===== config.mk =====
export PLATFORM = sky130hd
export DESIGN_NAME = sha256_msg_padder
export DESIGN_NICKNAME = d
export VERILOG_FILES = /design/src/rtl/sha256_msg_padder.sv
export SDC_FILE = /design/constraint.sdc
export NUM_CORES = 1
export LEC_CHECK = 0
export CORE_MARGIN = 5
export CORE_UTILIZATION = 55
export CTS_CLUSTER_SIZE = 24
export DETAILED_ROUTE_END_ITERATION = 10
export PLACE_DENSITY = 0.81
export SYNTH_ARGS = -nofsm -noshare
export SYNTH_HDL_FRONTEND = slang
export SYNTH_SLANG_ARGS = --single-unit

===== constraint.sdc =====
create_clock -name clk -period 5.95 [get_ports clk]
set_input_delay 0.8925 -clock clk [delete_from_list [all_inputs] [get_ports clk]]
set_output_delay 0.8925 -clock clk [all_outputs]
set_load 0.1 [all_outputs]

===== src/rtl/sha256_msg_padder.sv =====
// sha256_msg_padder
// Packs an incoming byte stream big-endian into 32-bit words and appends the
// SHA-256 padding (0x80 terminator, zero fill, 64-bit big-endian bit length).
// Words leave one at a time over a valid/ready handshake, tagged with their
// index in the 512-bit block and with first-block / final-word flags.
module sha256_msg_padder #(
    parameter int unsigned MAX_BYTES_W = 61
) (
    input  logic        clk,
    input  logic        rst_n,
    input  logic [7:0]  in_byte,
    input  logic        in_valid,
    input  logic        in_last,
    output logic        in_ready,
    output logic [31:0] out_word,
    output logic        out_valid,
    input  logic        out_ready,
    output logic [3:0]  out_idx,
    output logic        out_msg_first,
    output logic        out_msg_last,
    output logic        busy
);

    typedef enum logic [2:0] {
        IDLE,
        ACCUM,
        PAD80,
        ZERO,
        LEN_HI,
        LEN_LO
    } state_t;

    state_t                 state;
    state_t                 state_nx;

    logic [31:0]            word_buf;    // partially assembled word, unused bytes kept zero
    logic [1:0]             byte_pos;    // number of bytes currently held in word_buf
    logic [3:0]             next_idx;    // block index the next emitted word will carry
    logic [MAX_BYTES_W-1:0] byte_cnt;    // message length in bytes (saturating)
    logic                   first_blk;   // still inside the first block of the message

    logic                   can_load;    // output register is free or being emptied now
    logic                   accept;      // byte handshake this cycle
    logic                   load_en;
    logic                   load_last;
    logic [31:0]            load_data;
    logic [63:0]            bit_len;
    logic [31:0]            pad_word;
    logic [31:0]            full_word;

    // Derived datapath values feeding the word selection
    always_comb begin
        bit_len   = 64'({byte_cnt, 3'b000});
        pad_word  = word_buf | (32'h8000_0000 >> {byte_pos, 3'b000});
        full_word = {word_buf[31:8], in_byte};
    end

    // State register
    always_ff @(posedge clk or negedge rst_n) begin
        if (!rst_n) begin
            state <= IDLE;
        end else begin
            state <= state_nx;
        end
    end

    // Next-state logic
    always_comb begin
        state_nx = state;
        case (state)
            IDLE: begin
                if (accept) begin
                    state_nx = in_last ? PAD80 : ACCUM;
                end
            end
            ACCUM: begin
                if (accept && in_last) begin
                    state_nx = PAD80;
                end
            end
            PAD80: begin
                if (can_load) begin
                    state_nx = ZERO;
                end
            end
            // Zero words run until the next slot is index 14; a terminator that
            // landed at 14 or 15 therefore wraps through a whole extra block.
            ZERO: begin
                if (next_idx == 4'd14) begin
                    state_nx = LEN_HI;
                end
            end
            LEN_HI: begin
                if (can_load) begin
                    state_nx = LEN_LO;
                end
            end
            LEN_LO: begin
                if (can_load) begin
                    state_nx = IDLE;
                end
            end
            default: state_nx = IDLE;
        endcase
    end

    // Output/control decode: byte acceptance and which word (if any) loads
    always_comb begin
        can_load  = !out_valid || out_ready;
        in_ready  = ((state == IDLE) || (state == ACCUM)) && can_load;
        accept    = in_valid && in_ready;
        load_en   = 1'b0;
        load_last = 1'b0;
        load_data = '0;
        case (state)
            IDLE, ACCUM: begin
                if (accept && (byte_pos == 2'd3)) begin
                    load_en   = 1'b1;
                    load_data = full_word;
                end
            end
            PAD80: begin
                if (can_load) begin
                    load_en   = 1'b1;
                    load_data = pad_word;
                end
            end
            ZERO: begin
                if (can_load && (next_idx != 4'd14)) begin
                    load_en   = 1'b1;
                    load_data = '0;
                end
            end
            LEN_HI: begin
                if (can_load) begin
                    load_en   = 1'b1;
                    load_data = bit_len[63:32];
                end
            end
            LEN_LO: begin
                if (can_load) begin
                    load_en   = 1'b1;
                    load_last = 1'b1;
                    load_data = bit_len[31:0];
                end
            end
            default: begin
                load_en = 1'b0;
            end
        endcase
    end

    // Byte packing buffer; cleared whenever its contents leave as a word
    always_ff @(posedge clk or negedge rst_n) begin
        if (!rst_n) begin
            word_buf <= '0;
            byte_pos <= '0;
        end else if (accept) begin
            if (byte_pos == 2'd3) begin
                word_buf <= '0;
                byte_pos <= '0;
            end else begin
                case (byte_pos)
                    2'd0:    word_buf[31:24] <= in_byte;
                    2'd1:    word_buf[23:16] <= in_byte;
                    default: word_buf[15:8]  <= in_byte;
                endcase
                byte_pos <= byte_pos + 2'd1;
            end
        end else if ((state == PAD80) && can_load) begin
            word_buf <= '0;
            byte_pos <= '0;
        end
    end

    // Saturating message byte counter, restarted by the first byte of a message
    always_ff @(posedge clk or negedge rst_n) begin
        if (!rst_n) begin
            byte_cnt <= '0;
        end else if (accept) begin
            if (state == IDLE) begin
                byte_cnt <= MAX_BYTES_W'(1);
            end else if (byte_cnt != '1) begin
                byte_cnt <= byte_cnt + MAX_BYTES_W'(1);
            end
        end
    end

    // Output word register: holds steady while the core stalls
    always_ff @(posedge clk or negedge rst_n) begin
        if (!rst_n) begin
            out_word      <= '0;
            out_valid     <= 1'b0;
            out_idx       <= '0;
            out_msg_first <= 1'b0;
            out_msg_last  <= 1'b0;
            next_idx      <= '0;
        end else if (load_en) begin
            out_word      <= load_data;
            out_valid     <= 1'b1;
            out_idx       <= next_idx;
            out_msg_first <= first_blk;
            out_msg_last  <= load_last;
            next_idx      <= next_idx + 4'd1;
        end else if (out_ready) begin
            out_valid     <= 1'b0;
        end
    end

    // First-block flag: set at message start, dropped once W15 of block 0 loads
    always_ff @(posedge clk or negedge rst_n) begin
        if (!rst_n) begin
            first_blk <= 1'b0;
        end else if (accept && (state == IDLE)) begin
            first_blk <= 1'b1;
        end else if (load_en && (next_idx == 4'd15)) begin
            first_blk <= 1'b0;
        end
    end

    // Busy from the first accepted byte until the final word is taken;
    // a new message starting in that same cycle keeps it high
    always_ff @(posedge clk or negedge rst_n) begin
        if (!rst_n) begin
            busy <= 1'b0;
        end else if (accept && (state == IDLE)) begin
            busy <= 1'b1;
        end else if (out_valid && out_ready && out_msg_last) begin
            busy <= 1'b0;
        end
    end

endmodule


==> metrics.txt, run 1 <==
# TYPE chip_impl_metric gauge
chip_impl_metric{name="grt_pass1_vias",unit=""} 6484
chip_impl_metric{name="final.hold.worst_slack",unit="ns"} 0.426
chip_impl_metric{name="design.core.area",unit="mm²"} 0.0125
chip_impl_metric{name="critical_path.max_fanout",unit=""} 3
chip_impl_metric{name="die_width",unit="µm"} 122
chip_impl_metric{name="routed_via_density",unit=""} 6.74
chip_impl_metric{name="fmax",unit="GHz"} 0.267
chip_impl_info{name="run_status",value="finished clean"} 1
chip_impl_info{name="critical_path.endpoint_type",value="primary output"} 1
chip_impl_metric{name="drt_pre_antenna_iters",unit=""} 7
chip_impl_info{name="mostFrequentLayoutCell",value="sky130_fd_sc_hd__nand2_1"} 1
chip_impl_metric{name="arrival",unit="ns"} 2.85
chip_impl_metric{name="overflow",unit=""} 0
chip_impl_metric{name="diodes",unit=""} 0
chip_impl_metric{name="floorplan.die.height",unit="µm"} 122
chip_impl_metric{name="number_of_port_buffers",unit=""} 53
chip_impl_metric{name="gp_congestion",unit=""} 0.929
chip_impl_metric{name="finish.net_count",unit=""} 818
chip_impl_metric{name="initial_utilization",unit="%"} 55.6
chip_impl_metric{name="reg2regPathDepth",unit=""} 7
chip_impl_info{name="critical_path.most_common_cell",value="sky130_fd_sc_hd__clkdlybuf4s50_1"} 1
chip_impl_metric{name="max-clock-path-buffers",unit=""} 2
chip_impl_metric{name="synth_cells",unit=""} 767
chip_impl_metric{name="worst_skew_pair.late_latency",unit="ns"} 0.43
chip_impl_metric{name="finalHoldViolCount",unit=""} 0
chip_impl_info{name="synth_area_leaders",value="sky130_fd_sc_hd__dfrtp_1 (49%), sky130_fd_sc_hd__nand2_1 (8.7%), sky130_fd_sc_hd__o21ai_0 (4.9%)"} 1
chip_impl_metric{name="slew_limit_headroom",unit="%"} 12.0
chip_impl_metric{name="finalWirelength",unit="mm"} 21.2
chip_impl_metric{name="maxCapViolCount",unit=""} 0
chip_impl_metric{name="drt-initial-drc-count",unit=""} 1052
chip_impl_metric{name="clk_pin_slew_worst_paths",unit="ns"} 0.06
chip_impl_metric{name="synth_enable_flop_cells",unit=""} 0
chip_impl_metric{name="power_density",unit="mW/mm²"} 543
chip_impl_info{name="critPathLaunchType",value="input pin"} 1
chip_impl_info{name="hp-class",value="in -> async"} 1
chip_impl_metric{name="postRouteAntennaNets",unit=""} 0
chip_impl_metric{name="timing.final.max_slew_violations",unit=""} 0
chip_impl_metric{name="cts_hold_repair.buffers",unit=""} 0
chip_impl_metric{name="syn_area_per_cell",unit="µm²"} 9.07
chip_impl_metric{name="power.ir.vdd_worst",unit="V"} 0.000535
chip_impl_metric{name="synthArstFlopShare",unit="%"} 100
chip_impl_metric{name="netlist-cell-type-count",unit=""} 59
chip_impl_info{name="unrepaired_setup_endpoints_after_global_routing",value="no"} 1
chip_impl_info{name="ys_dominant_reg_cell",value="sky130_fd_sc_hd__dfrtp_1"} 1
chip_impl_metric{name="gr-usage-all-layers",unit="%"} 29.8
chip_impl_info{name="cts_tree",value="built"} 1
chip_impl_metric{name="post-synth-top-area-fraction",unit="%"} 48.6
chip_impl_metric{name="detailed_place_hpwl",unit="mm"} 14.2
chip_impl_metric{name="setup_tns",unit="ns"} 0
chip_impl_metric{name="detail_route.drc_violations",unit=""} 0
chip_impl_info{name="timing.setup.critical_path_class",value="in -> out"} 1
chip_impl_metric{name="worst_pin_slew",unit="ns"} 1.30
chip_impl_metric{name="clock_sinks",unit=""} 135
chip_impl_metric{name="maximum_number_of_pins_on_one_net_before_global_route_repair",unit=""} 79
chip_impl_metric{name="design.portCount",unit=""} 54
chip_impl_metric{name="finalClockSkew",unit="ns"} 0.00646
chip_impl_metric{name="grt_antenna_before_repair",unit=""} 0
chip_impl_metric{name="slowest_delay",unit="ns"} 1.17
chip_impl_info{name="most-common-layout-cells",value="sky130_fd_sc_hd__nand2_1 (161), sky130_fd_sc_hd__dfrtp_1 (135), sky130_fd_sc_hd__o21ai_0 (68)"} 1
chip_impl_metric{name="placement.setup.worst_slack",unit="ns"} 2.04
chip_impl_metric{name="fin_crit",unit="ns"} 3.74
chip_impl_metric{name="synth-warning-count",unit=""} 0
chip_impl_metric{name="postLayoutCellArea",unit="mm²"} 0.00816
chip_impl_metric{name="synth_area",unit="mm²"} 0.00696
chip_impl_metric{name="cts_inserted_buffers",unit=""} 17
chip_impl_metric{name="worstPathRequired",unit="ns"} 5.06
chip_impl_info{name="synth_top_area_cell",value="sky130_fd_sc_hd__dfrtp_1"} 1
chip_impl_metric{name="period_share",unit="%"} 62.8
chip_impl_metric{name="synth_fp_nets",unit=""} 787
chip_impl_metric{name="ys_seq_area_share",unit="%"} 48.6
chip_impl_metric{name="postCtsSetupBuffers",unit=""} 0
chip_impl_metric{name="cts_htree_levels",unit=""} 4
chip_impl_metric{name="grt_first_pass_wirelength",unit="mm"} 34.5
chip_impl_metric{name="number_of_vias_after_detailed_routing",unit=""} 6620
chip_impl_metric{name="leakage",unit="nW"} 3.44
chip_impl_info{name="timing.critical_path.cells",value="clkdlybuf4s50_1 > nor2b_1 > nor3_1 > clkdlybuf4s50_1"} 1
chip_impl_metric{name="placed_instance_area",unit="mm²"} 0.00754
chip_impl_metric{name="postLayoutSetupSlackWorst",unit="ns"} 2.21
chip_impl_metric{name="number_of_instances_resized_during_post_cts_repair",unit=""} 0
chip_impl_info{name="clk_root_buffer_cell",value="sky130_fd_sc_hd__clkbuf_16"} 1
chip_impl_metric{name="syn2layout_area_growth",unit="%"} 17.4
chip_impl_metric{name="post_drt_wl_per_cell",unit="µm"} 21.5
chip_impl_metric{name="finalSetupViolCount",unit=""} 0
chip_impl_metric{name="drive_above_1_share",unit="%"} 7.41
chip_impl_metric{name="synth_seq_cells",unit=""} 135
chip_impl_info{name="critical-path-slowest-cell",value="sky130_fd_sc_hd__clkdlybuf4s50_1"} 1
chip_impl_metric{name="die_area",unit="mm²"} 0.0150
chip_impl_metric{name="rows",unit=""} 41
## worst max-delay path: cells and delay by family
kind          cells  cell delay [ns]
simple gates      2             0.29
buf+inv           2             1.67
## power breakdown
| part | switching (W) | leakage (nW) | internal, W |
|---|---|---|---|
| Clock | 0.000394 | 0.312 | 0.000727 |
| Sequential | 0.000222 | 1.79 | 0.00117 |
| Combinational | 0.00146 | 1.34 | 0.000464 |
| Total | 0.00208 | 3.44 | 0.00236 |
## cell families after synthesis
group	synth area share, %
buffers and inverters	4.26
xor gates and xnor gates	0.504
DFF	48.6
and+or+nand+nor	25.5
muxes	0.773
AOI/OAI and AO/OA	19.1
adders and majority gates	1.26
## cell type report
cell class                 instances  area (µm²)
timing repair buffer              60         584
tap                              172         215
fill                            1028        4350
sequential                       135        3380
inverter                          14        52.6
clock buffer                      21         470
clock inverter                    10         150
multi-input combinational        570        3310
## flip-flops by register name, indices dropped and copies added, names as in the netlist
name	cells
word_buf	24
out_valid	1
first_blk	1
byte_pos	2
out_idx	4
next_idx	4
out_word	32
byte_cnt	61
out_msg_last	1
busy	1
state	3
out_msg_first	1
## worst paths after layout
| path | startpoint | endpoint | slack [ns] |
|---|---|---|---|
| max | out_ready | in_ready | 2.21 |
| max in group asynchronous | rst_n | out_word[28] | 4.14 |
| min reg2reg | out_word[12] | out_word[12] | 0.47 |
| min in group clk | out_word[12] | out_word[12] | 0.47 |
| max reg2reg | byte_cnt[0] | byte_cnt[26] | 2.62 |
| min | rst_n | out_word[17] | 0.43 |
## per-layer routing
layer	GRT usage, %	vias to the layer above	wire length, µm
met2	46.9	387	10000
li1	-	2920	-
met1	39.2	3245	8560
met4	14.0	0	778
met5	0	-	0
met3	7.00	68	1810
## per-stage QoR
stage	power, W	utilization (%)	std cells
after detailed placement	0.00330	60.3	951
after floorplan	0.00278	-	767
after CTS	0.00441	65.2	982
after global routing	0.00462	65.2	982
after global placement	0.00323	60.3	951
final	0.00444	65.2	982
## cell usage after synthesis (all sizes together), types with 7 or more instances
cell,number
ha,7
nand3,54
dfrtp,135
nor2,23
nor4,7
nand2,161
o211ai,9
or4,10
inv,14
nor3,18
or3,16
a21oi,25
clkbuf,32
a222oi,32
buf,16
and3,14
nand4,27
o31ai,11
o21ai,79
a31oi,15
Note: power is estimated with default switching activity, not from simulation.
==> inputs of run 2 (changes only) <==
==> constraint.sdc (replaced) <==
create_clock -name clk -period 3.49 [get_ports clk]
set_input_delay 0.5235 -clock clk [delete_from_list [all_inputs] [get_ports clk]]
set_output_delay 0.5235 -clock clk [all_outputs]
set_load 0.1 [all_outputs]
==> run 2 against run 1 <==
Compared with the run above:
- worst setup slack got worse by 1.9 ns
- total power rose by 70%
- critical path depth rose by 4
- combinational power rose by 74%
- die area did not move
- clock power rose by 64%
- sequential cell count did not move
- final area rose by 1.1%
- register-to-register slack got worse by 2.3 ns
- via count rose by 1.8%
- global-route usage rose by 0.73 points
- utilization rose by 0.71 points
- critical endpoint is now byte_cnt[31]
- largest power group unchanged
- highest routed layer unchanged
==> metrics.txt, run 2 (synthesized netlist as in run 1, its figures left out) <==
# TYPE chip_impl_metric gauge
chip_impl_metric{name="postRouteAntennaNets",unit=""} 0
chip_impl_metric{name="dr_wl_met3",unit="mm"} 2.34
chip_impl_metric{name="maxCapViolCount",unit=""} 0
chip_impl_info{name="top_reg_by_flops",value="byte_cnt"} 1
chip_impl_metric{name="cts_htree_levels",unit=""} 4
chip_impl_metric{name="postLayoutSetupSlackWorst",unit="ns"} 0.351
chip_impl_metric{name="slowest_delay",unit="ns"} 0.61
chip_impl_metric{name="cts_inserted_buffers",unit=""} 17
chip_impl_metric{name="number_of_port_buffers",unit=""} 53
chip_impl_metric{name="finalClockSkew",unit="ns"} 0.00770
chip_impl_metric{name="design.portCount",unit=""} 54
chip_impl_info{name="largest_registers",value="byte_cnt: 61 flops, out_word: 32 flops, word_buf: 24 flops"} 1
chip_impl_metric{name="grt_pass1_vias",unit=""} 6490
chip_impl_metric{name="critical_path.max_fanout",unit=""} 16
chip_impl_info{name="run_status",value="finished clean"} 1
chip_impl_metric{name="layout.core_utilization",unit="%"} 65.9
chip_impl_metric{name="gr-usage-all-layers",unit="%"} 30.6
chip_impl_metric{name="slew_limit_headroom",unit="%"} 31.3
chip_impl_metric{name="drive_above_1_share",unit="%"} 8.88
chip_impl_metric{name="drt_pre_antenna_iters",unit=""} 7
chip_impl_metric{name="grt_antenna_before_repair",unit=""} 0
chip_impl_metric{name="fin_crit",unit="ns"} 3.14
chip_impl_metric{name="design.core.area",unit="mm²"} 0.0125
chip_impl_metric{name="detailed_place_hpwl",unit="mm"} 14.9
chip_impl_info{name="timing.critical_path.cells",value="ha_1 > nand3_1 > or4_1 > or3_4 > o21ba_2 > buf_4 > and3_1 > a211o_1"} 1
chip_impl_metric{name="max-clock-path-buffers",unit=""} 2
chip_impl_metric{name="drt-initial-drc-count",unit=""} 1049
chip_impl_info{name="most-common-layout-cells",value="sky130_fd_sc_hd__nand2_1 (161), sky130_fd_sc_hd__dfrtp_1 (135), sky130_fd_sc_hd__o21ai_0 (68)"} 1
chip_impl_metric{name="diodes",unit=""} 0
chip_impl_metric{name="floorplan.die.height",unit="µm"} 122
chip_impl_metric{name="number_of_vias_after_detailed_routing",unit=""} 6738
chip_impl_metric{name="cts_hold_repair.buffers",unit=""} 0
chip_impl_info{name="hp-class",value="in -> async"} 1
chip_impl_info{name="critical_path.startpoint",value="byte_cnt[0]"} 1
chip_impl_metric{name="power_density",unit="mW/mm²"} 916
chip_impl_metric{name="seqCellArea",unit="mm²"} 0.00338
chip_impl_metric{name="postCtsSetupBuffers",unit=""} 0
chip_impl_info{name="timing.setup.critical_path_class",value="reg -> reg"} 1
chip_impl_info{name="critPathLaunchType",value="flop"} 1
chip_impl_info{name="unrepaired_setup_endpoints_after_global_routing",value="no"} 1
chip_impl_metric{name="worst_skew_pair.late_latency",unit="ns"} 0.43
chip_impl_info{name="clk_root_buffer_cell",value="sky130_fd_sc_hd__clkbuf_16"} 1
chip_impl_metric{name="r2r_setup_slack",unit="ns"} 0.35
chip_impl_metric{name="finalSetupViolCount",unit=""} 0
chip_impl_metric{name="largest_reg_flops",unit=""} 61
chip_impl_metric{name="die_width",unit="µm"} 122
chip_impl_info{name="critical-path-slowest-cell",value="sky130_fd_sc_hd__or4_1"} 1
chip_impl_metric{name="fmax",unit="GHz"} 0.319
chip_impl_metric{name="leakage",unit="nW"} 3.48
chip_impl_metric{name="post_drt_wl_per_cell",unit="µm"} 22.1
chip_impl_metric{name="finalWirelength",unit="mm"} 22.0
chip_impl_info{name="cts_tree",value="built"} 1
chip_impl_metric{name="timing.final.max_slew_violations",unit=""} 0
chip_impl_metric{name="dpl.cell_count",unit=""} 962
chip_impl_metric{name="grt_first_pass_wirelength",unit="mm"} 34.9
chip_impl_metric{name="setup_tns",unit="ns"} 0
chip_impl_metric{name="finish.net_count",unit=""} 829
chip_impl_info{name="topRoutingLayerUsed",value="met4"} 1
chip_impl_metric{name="finalHoldViolCount",unit=""} 0
chip_impl_metric{name="multi_input_area",unit="mm²"} 0.00332
chip_impl_metric{name="n_fill_cell",unit=""} 1010
chip_impl_metric{name="clock_sinks",unit=""} 135
chip_impl_metric{name="maximum_number_of_pins_on_one_net_before_global_route_repair",unit=""} 84
chip_impl_metric{name="period_share",unit="%"} 89.9
chip_impl_metric{name="rows",unit=""} 41
chip_impl_metric{name="syn2layout_area_growth",unit="%"} 18.7
chip_impl_metric{name="worst_pin_slew",unit="ns"} 1.02
chip_impl_metric{name="gp_congestion",unit=""} 0.953
chip_impl_metric{name="overflow",unit=""} 0
chip_impl_metric{name="worstPathRequired",unit="ns"} 3.80
chip_impl_metric{name="arrival",unit="ns"} 3.44
chip_impl_metric{name="die_area",unit="mm²"} 0.0150
chip_impl_info{name="crit-reg2reg-launch",value="byte_cnt[0]"} 1
chip_impl_metric{name="detail_route.drc_violations",unit=""} 0
chip_impl_metric{name="routed_via_density",unit=""} 6.78
chip_impl_metric{name="placement.setup.worst_slack",unit="ns"} 0.437
chip_impl_metric{name="number_of_instances_resized_during_post_cts_repair",unit=""} 0
chip_impl_metric{name="clk_pin_slew_worst_paths",unit="ns"} 0.06
chip_impl_metric{name="initial_utilization",unit="%"} 55.6
chip_impl_info{name="critical_path.endpoint_type",value="flop"} 1
chip_impl_metric{name="met1_length",unit="mm"} 8.35
chip_impl_metric{name="power.ir.vdd_worst",unit="V"} 0.000900
chip_impl_metric{name="post_layout_nonfiller_instances",unit=""} 994
chip_impl_metric{name="detailroute.wirelength.met2",unit="mm"} 10.3
chip_impl_info{name="mostFrequentLayoutCell",value="sky130_fd_sc_hd__nand2_1"} 1
-- run 2: cell type report --
cell class                      count  share of cell area [%]
Clock buffer                       20                    5.41
Clock inverter                     12                    1.85
Inverter                           14                   0.637
Multi-Input combinational cell    570                    40.2
Sequential cell                   135                    40.9
Tap cell                          172                    2.61
Timing Repair Buffer               71                    8.35
-- run 2: worst max-delay path: cells and delay by family (launching register included) --
| family | cells | cell delay (ns) |
|---|---|---|
| AOI/OAI and AO/OA | 2 | 0.63 |
| buffers and inverters | 1 | 0.25 |
| and+or+nand+nor | 4 | 1.44 |
| adders and majority gates | 1 | 0.25 |
| DFF | 1 | 0.44 |
-- run 2: power breakdown --
group	switching, W	internal [W]	leakage, nW
clock	0.000699	0.00114	0.282
sequential	0.000389	0.00199	1.79
combinational	0.00251	0.000836	1.41
-- run 2: worst paths after layout --
| check | end | cells after the start |
|---|---|---|
| worst min-delay path | out_word[17] | 1 |
| max in group asynchronous | out_word[30] | 2 |
| worst max-delay path | byte_cnt[31] | 8 |
| worst max register to register | byte_cnt[31] | 8 |
| worst min register to register | out_word[26] | 2 |
| min in group clk | out_word[26] | 2 |
-- run 2: per-stage QoR --
stage,instance area [µm²],hold WS (ns),total power [W]
after floorplan,6960,0.228,0.00475
after global placement,7650,0.459,0.00556
after detailed placement,7650,0.463,0.00567
after CTS,8250,0.185,0.00752
after global routing,8250,0.227,0.00788
final,8250,0.158,0.00756
-- run 2: routing by layer --
metal	up-vias	global-route usage [%]
li1	2945	-
met1	3275	39.8
met2	445	47.6
met3	73	7.47
met4	0	15.7
met5	-	0
